$ cat config.mk
export PLATFORM = sky130hd
export DESIGN_NAME = uart_tx_arb
export DESIGN_NICKNAME = d
export VERILOG_FILES = /design/src/rtl/uart_tx_arb.sv
export SDC_FILE = /design/constraint.sdc
export NUM_CORES = 1
export LEC_CHECK = 0
export ABC_AREA = 1
export CORE_ASPECT_RATIO = 1.1
export CORE_MARGIN = 3
export CORE_UTILIZATION = 40
export CTS_CLUSTER_SIZE = 25
export DETAILED_ROUTE_END_ITERATION = 16
export PLACE_DENSITY = 0.66
export SKIP_LAST_GASP = 1
export SLEW_MARGIN = 30
export SYNTH_ARGS = -nofsm -noshare
export SYNTH_HDL_FRONTEND = slang
export SYNTH_SLANG_ARGS = --single-unit
$ cat constraint.sdc
create_clock -name clk -period 2.55 [get_ports clk]
set_input_delay 0.765 -clock clk [delete_from_list [all_inputs] [get_ports clk]]
set_output_delay 0.765 -clock clk [all_outputs]
set_load 0.005 [all_outputs]
$ cat src/rtl/uart_tx_arb.sv
`default_nettype none
// ============================================================================
// Module   : uart_tx_arb
// Brief    : Round-robin arbiter sharing one UART TX byte port between two
//            requesters, with frame locking and a lock watchdog.
// Revision : 1.0
// ============================================================================
module uart_tx_arb #(
    parameter int TMO_W    = 12,
    parameter int LOCK_TMO = 4095
) (
    input  logic       clk,
    input  logic       rst,
    input  logic       uart_cken_i,
    input  logic [7:0] rq0_byte_i,
    input  logic       rq0_valid_i,
    input  logic       rq0_lock_i,
    output logic       rq0_ready_o,
    input  logic [7:0] rq1_byte_i,
    input  logic       rq1_valid_i,
    input  logic       rq1_lock_i,
    output logic       rq1_ready_o,
    output logic [7:0] txu_byte_o,
    output logic       txu_en_o,
    input  logic       txu_ready_i,
    output logic [1:0] grant_o,
    output logic       tmo_o
);

    localparam logic [TMO_W-1:0] c_lock_tmo = TMO_W'(LOCK_TMO);

    typedef enum logic [1:0] {
        ST_IDLE = 2'd0,
        ST_GNT0 = 2'd1,
        ST_GNT1 = 2'd2
    } state_t;

    state_t           r_state;
    state_t           w_state_nxt;
    logic             r_last;
    logic             w_last_nxt;
    logic [TMO_W-1:0] r_cnt;
    logic [TMO_W-1:0] w_cnt_nxt;
    logic [TMO_W-1:0] w_cnt_inc;
    logic             r_tmo;
    logic             w_tmo_nxt;

    // Owner-relative view of the requester currently holding the grant
    logic       w_own;
    logic       w_valid;
    logic       w_lock;
    logic [7:0] w_byte;
    logic       w_xfer;

    assign w_own     = (r_state == ST_GNT1);
    assign w_valid   = w_own ? rq1_valid_i : rq0_valid_i;
    assign w_lock    = w_own ? rq1_lock_i  : rq0_lock_i;
    assign w_byte    = w_own ? rq1_byte_i  : rq0_byte_i;
    assign w_xfer    = (r_state != ST_IDLE) && w_valid && txu_ready_i;
    assign w_cnt_inc = r_cnt + 1'b1;
    assign tmo_o     = r_tmo;

    always_ff @(posedge clk or posedge rst) begin
        if (rst) begin
            r_state <= ST_IDLE;
            r_last  <= 1'b1;
            r_cnt   <= '0;
            r_tmo   <= 1'b0;
        end else begin
            r_state <= w_state_nxt;
            r_last  <= w_last_nxt;
            r_cnt   <= w_cnt_nxt;
            r_tmo   <= w_tmo_nxt;
        end
    end

    always_comb begin
        w_state_nxt = r_state;
        w_last_nxt  = r_last;
        w_cnt_nxt   = r_cnt;
        w_tmo_nxt   = 1'b0;
        grant_o     = 2'b00;
        txu_byte_o  = 8'h00;
        txu_en_o    = 1'b0;
        rq0_ready_o = 1'b0;
        rq1_ready_o = 1'b0;

        unique case (r_state)
            ST_IDLE: begin
                // Clearing here covers the "cleared on grant entry" rule
                w_cnt_nxt = '0;
                if (rq0_valid_i && rq1_valid_i) begin
                    w_state_nxt = r_last ? ST_GNT0 : ST_GNT1;
                end else if (rq0_valid_i) begin
                    w_state_nxt = ST_GNT0;
                end else if (rq1_valid_i) begin
                    w_state_nxt = ST_GNT1;
                end
            end
            ST_GNT0, ST_GNT1: begin
                grant_o     = w_own ? 2'b10 : 2'b01;
                txu_byte_o  = w_byte;
                txu_en_o    = w_valid;
                rq0_ready_o = !w_own && txu_ready_i;
                rq1_ready_o = w_own && txu_ready_i;

                if (w_xfer) begin
                    w_cnt_nxt = '0;
                    if (!w_lock) begin
                        w_state_nxt = ST_IDLE;
                        w_last_nxt  = w_own;
                    end
                end else if (!w_valid) begin
                    if (!w_lock) begin
                        w_state_nxt = ST_IDLE;
                    end else if (uart_cken_i && (r_cnt != c_lock_tmo)) begin
                        w_cnt_nxt = w_cnt_inc;
                        if (w_cnt_inc == c_lock_tmo) begin
                            w_state_nxt = ST_IDLE;
                            w_last_nxt  = w_own;
                            w_tmo_nxt   = 1'b1;
                        end
                    end
                end
            end
            default: begin
                w_state_nxt = ST_IDLE;
            end
        endcase
    end

endmodule
`default_nettype wire
==> impl_results.md, run 1 <==
* Starting DRT DRC Count at 57
* CP Launch Point: txu_ready_i
* Synth Register Bits at 16
* Pleak at 0.0009288 uW
* Post-route ant nets at 0
* H-tree levels at 1
* # clock sinks at 16
* Vias per std cell at 4.769
* Most common cell after layout, fill and taps aside: nand2_1
* CTS tree: done
* Slew Limit Fails at 0
* Pwr dens at 827.0 nW/um2
* Relative slew slack at 58.11%
* Peak fanout along the critical path at 3
* Post-Synthesis Cells at 210
* Synth cell types at 25
* Clk Latency, worst-skew pair at 0.30 ns
* Fin crit period at 2.405 ns
* Fin cells at 299
* Initial core utilization at between 40% and 50%
* Hold/Removal Path Class: reg -> reg
* Setup Skew at 0.002371 ns
* Fin nets at 299
* Startpoint Class: input port
* Max clock buf depth at 2
* Hold Path Sink: r_last
* Worst Hold Path Cells at 2
* Total GRT Usage at 17.15%
* Vias in the first global route at ~1,300
* Synthesized cell area at 1365 um2
* Final setup violation count at 0
* Met2 Usage GRT at 31.54%
* Reg clk slew, reported paths at about 0.10 ns
* Met3 Usage GRT at 3.633%
* WP data arrival at 1.64 ns
* YS warnings at 0
* Setup TNS at 0 ns
* Area contributors post-synth: dfrtp_1 (27%), nand2_1 (17%), nor2_1 (9.3%)
* Gpl congestion at 0.8109
* Maxcap violations at 0
* Combinational share of power at between 60 and 70%
* Core Rows at 21
* Register share of total power at 19.7%
* Reg2reg end: r_cnt[7]
* Slew @ Worst Pin at 0.6276 ns
* Clk pwr share at 10.9%
* Crit Path Class: in -> out
* Post-place setup slack at -0.2389 ns
* Die area at roughly 4200 um2
* Syn Area/Cell at 6.500 um2
* Ant diodes at 0
* Number of buffers added on ports at 37
* Yosys top cell area share at 27.50%
* Die Width at 61.70 um
* Layout cell share with drive strength beyond 1 at 18.11%
* Busiest layer in global routing: met2
* Drt pass-1 iters at 4
* Area leader, netlist: dfrtp_1
* Die Span Y at 67.27 um
* VDD IR max at 0.5482 mV
* RSZ-0062 raised after global routing: no
* Final hold vios at 0
* Worst path required time at 1.79 ns
* Hold_sp: r_last
* R2r startpoint: r_state[1]
* Minimum hold slack at 0.4804 ns
* Sw frac at 43.20%
* Commonest cells after routing, fill and taps aside: nand2_1 (61), nor2_1 (34), clkdlybuf4s50_1 (26)
* Flop-to-flop setup slack at 0.31 ns
* Final WL at 3.209 mm
* First-pass GRT wire length at around 5.3 mm
* Pwr Total at 1619 uW
* Status: finished clean
* Int Power at 919.9 uW
* Filler cell count in the final layout at just over 300
* Vias at 1,426
* GR Util met1 at between 10% and 20%
* Largest net degree at the start of global routing at 17
* Final period utilization at 94.31%
* Reg2Reg Depth at 13
* CP Capture Type: primary output
* DRC at 0
* Core footprint at 3153 um2
* Final setup margin at 0.1452 ns
* WL/cell at 10.73 um
* NetSw at between 600 and 700 uW
* IO Count at 38
* Grt ovf at 0
* Layout overhead on the synthesized area at 43.45%
* DP Wirelength at 2.593 mm
* Root buffer cell: clkbuf_4
* Clock buffer count from CTS at 3
* Fmax at around 0.42 GHz
* Dpl cells at 292
* Initial antenna violation count at 0
* Net Count, Synth at roughly 240
* Seq/Total Area, Yosys at 29.42%
[kinds of logic (layout without fill, tap and decap cells)]
logic type               after synthesis  after routing  synth area share [%]
buffers and inverters                 35             90                 9.900
AND/OR/NAND/NOR                      120            120                 37.67
AO/OA/AOI/OAI                         30             30                 14.76
flip-flops                            16             16                 29.42
adder cells (fa/ha/maj)                9              9                 8.249
[critical path: stages]
cell and delay [ns]:
clkdlybuf4s50_1 0.50, nand2_1 0.06, nor2_1 0.08, dlygate4sd2_1 0.24
[state kept, by name (all words and copies together) (netlist names)]
| register | cells |
|---|---|
| r_cnt | 12 |
| r_last | 1 |
| r_state | 2 |
| tmo_o | 1 |
[power by group through the flow]
| stage | Clock [uW] | Combinational, uW | Sequential, uW |
|---|---|---|---|
| floorplan | 0 | 592 | 318 |
| global route | 194 | 1270 | 323 |
| CTS | 182 | 1120 | 319 |
| global placement | 0 | 1120 | 325 |
| detailed placement | 0 | 1120 | 324 |
| finish | 176 | 1120 | 318 |
[final cells by class]
cell class	count	area (um2)	area share (%)
clock buffer	4	36.28	1.853
sequential	16	401.6	20.51
tap	34	42.54	2.173
timing repair buffer	54	504.2	25.75
inverter	32	120.1	6.134
multi-input combinational	159	853.3	43.58
[repair_timing]
item | in CTS | in global routing
endpoints found under the hold margin | 0 | 0
resized for setup | 17 | 6
buffers inserted | 2 | 1
hold buffers | 0 | 0
setup endpoints to repair | 11 | 4
[metrics by stage]
stage                     util, %  instance area (um2)
after floorplan                 -                 1365
after global placement      59.64                 1881
after detailed placement    59.64                 1881
after CTS                   61.39                 1936
after global routing        62.10                 1958
final                       62.10                 1958
[cells in the mapped netlist, drive strengths merged]
cell,n
a21oi,2
clkbuf,2
nand2,63
nor3,2
o21ai,21
o21bai,1
nand4,2
inv,32
ha,9
buf,1
o311ai,1
dfstp,1
o22ai,5
dfrtp,15
nor2,39
nand3,14
[worst max-delay path by stage]
stage,cells after the start,end,slack [ns]
6_report,4,rq0_ready_o,0.15
5_1_grt,14,r_cnt[0],0.01
4_1_cts,6,txu_byte_o[6],-0.11
3_5_place_dp,6,txu_en_o,-0.24
3_3_place_gp,6,txu_en_o,-0.22
2_1_floorplan,11,r_cnt[4],0.53
[routing by layer]
layer / share of wire (%) / vias to the layer above
li1: - / 772
met2: 49 / 41
met1: 43 / 608
met3: 6.3 / 5
met5: 0 / -
met4: 2.2 / 0
Note: power is estimated with default switching activity, not from simulation.
==> run 2, diff against run 1 <==
Settings changed: CORE_UTILIZATION 40 to 48, PLACE_DENSITY 0.66 to 0.77.
==> impl_results.md, run 2 (synthesized netlist as in run 1, its figures left out) <==
* Minimum hold slack at 0.4804 ns
* DP Wirelength at 2.544 mm
* Die area at roughly 3500 um2
* Setup Skew at 0.005333 ns
* Crit Path Class: in -> out
* # clock sinks at 16
* Starting DRT DRC Count at 67
* Commonest cells after routing, fill and taps aside: nand2_1 (61), nor2_1 (34), clkdlybuf4s50_1 (26)
* Final period utilization at 94.67%
* Grt ovf at 0
* Largest reg by FF count: r_cnt
* RSZ-0062 raised after global routing: no
* WP data arrival at roughly 1.7 ns
* VDD IR max at around 0.9 mV
* Vias per std cell at 4.939
* Multi-input gate area at 853.3 um2
* Largest regs: r_cnt: 12 flops, r_state: 2 flops
* Pwr Total at 1590 uW
* H-tree levels at 1
* Layout overhead on the synthesized area at 41.25%
* CTS tree: done
* Initial core utilization at 52.20%
* Maxcap violations at 0
* Core footprint at 2615 um2
* Sequential Area at 401.6 um2
* Max clock buf depth at 2
* CP Capture Type: primary output
* Relative slew slack at about 57%
* Die Width at 56.85 um
* Setup TNS at 0 ns
* Max FFs per register at 12
* Final setup violation count at 0
* Fmax at 0.4142 GHz
* WL/cell at about 11 um
* Peak fanout along the critical path at 2
* Drt pass-1 iters at 5
* Status: finished clean
* Slew Limit Fails at 0
* Final WL at approximately 3.3 mm
* Most common cell after layout, fill and taps aside: nand2_1
* Reg clk slew, reported paths at ~0.10 ns
* Fin crit period at 2.414 ns
* Final hold vios at 0
* Hold/Removal Path Class: reg -> reg
* Number of buffers added on ports at 37
* Root buffer cell: clkbuf_4
* First-pass GRT wire length at 5.644 mm
* Startpoint Class: input port
* Filler cell count in the final layout at 223
* Vias at 1,447
* Ant diodes at 0
* Largest net degree at the start of global routing at 17
* IO Count at 38
* Clk Latency, worst-skew pair at 0.29 ns
* Die Span Y at 61.93 um
* DRC at 0
* Core Rows at 19
* Layout cell share with drive strength beyond 1 at 17.18%
* Clock buffer count from CTS at 3
* Pwr dens at 824.9 nW/um2
* Pleak at 0.0009123 uW
* Fin nets at 296
* Post-route ant nets at 0
* Initial antenna violation count at 0
* Worst path required time at 1.79 ns
* Total GRT Usage at 20.29%
* Vias in the first global route at ~1,400
* Gpl congestion at 0.8150
* Slew @ Worst Pin at 0.6405 ns
==> run 2: cell count changes in the layout (fill, tap and decap cells not counted), sizes merged <==
cell,previous run,this run
buf,17,14
==> run 2: worst paths after layout <==
path	cells past startpoint	endpoint	slack, ns	from
min	2	r_last	0.48	r_last
max reg2reg	15	r_cnt[5]	0.34	r_state[1]
min reg2reg	2	r_last	0.48	r_last
min in group asynchronous	2	r_cnt[2]	0.85	rst
max in group asynchronous	2	r_cnt[11]	1.29	rst
max	6	txu_en_o	0.14	rq1_valid_i
==> run 2: report_power, final <==
| part | internal (uW) | switching, uW | leakage (uW) | total [uW] |
|---|---|---|---|---|
| logic | 517 | 579 | 0.000675 | 1100 |
| registers | 288 | 29.8 | 0.000216 | 318 |
| clock network | 87.0 | 89.2 | 0.0000210 | 176 |
| total | 893 | 698 | 0.000912 | 1590 |
==> run 2: cell type report <==
cell class              count  share of cell area, %
clock buffers               4                  1.882
multi-input cells         159                  44.26
repair buffers             51                  24.79
flip-flops and latches     16                  20.83
inverters                  32                  6.230
well taps                  31                  2.012
==> run 2: through the flow <==
| stage | setup slack (ns) | instances | util [%] | instance area, um2 |
|---|---|---|---|---|
| 4_1_cts | -0.1132 | 293 | 73.40 | 1919 |
| 2_1_floorplan | 0.5339 | 210 | - | 1365 |
| 3_5_place_dp | -0.2294 | 288 | 71.48 | 1869 |
| 5_1_grt | 0.04034 | 293 | 73.73 | 1928 |
| 3_3_place_gp | -0.2205 | 288 | 71.48 | 1869 |
| 6_report | 0.1358 | 293 | 73.73 | 1928 |
==> run 2: per-layer routing <==
| layer | up-vias | global-route usage [%] | wire, um |
|---|---|---|---|
| met1 | 636 | 24.43 | 1452 |
| met5 | - | 0 | 0 |
| met2 | 44 | 37.62 | 1577 |
| li1 | 763 | - | - |
| met3 | 4 | 3.719 | 191 |
| met4 | 0 | 5.960 | 31 |
==> run 2: timing repair <==
| item | in CTS | in global routing |
|---|---|---|
| endpoints found under the setup margin | 11 | 2 |
| setup buffers | 1 | 0 |
| resized for setup | 16 | 4 |
| pin swaps | 0 | 1 |
| hold buffers | 0 | 0 |
==> run 2: critical path: stages <==
cell and delay (ns):
clkdlybuf4s50_1 0.47, inv_1 0.05, nand2_1 0.06, o21ai_2 0.06, nor2_2 0.12, clkbuf_2 0.12
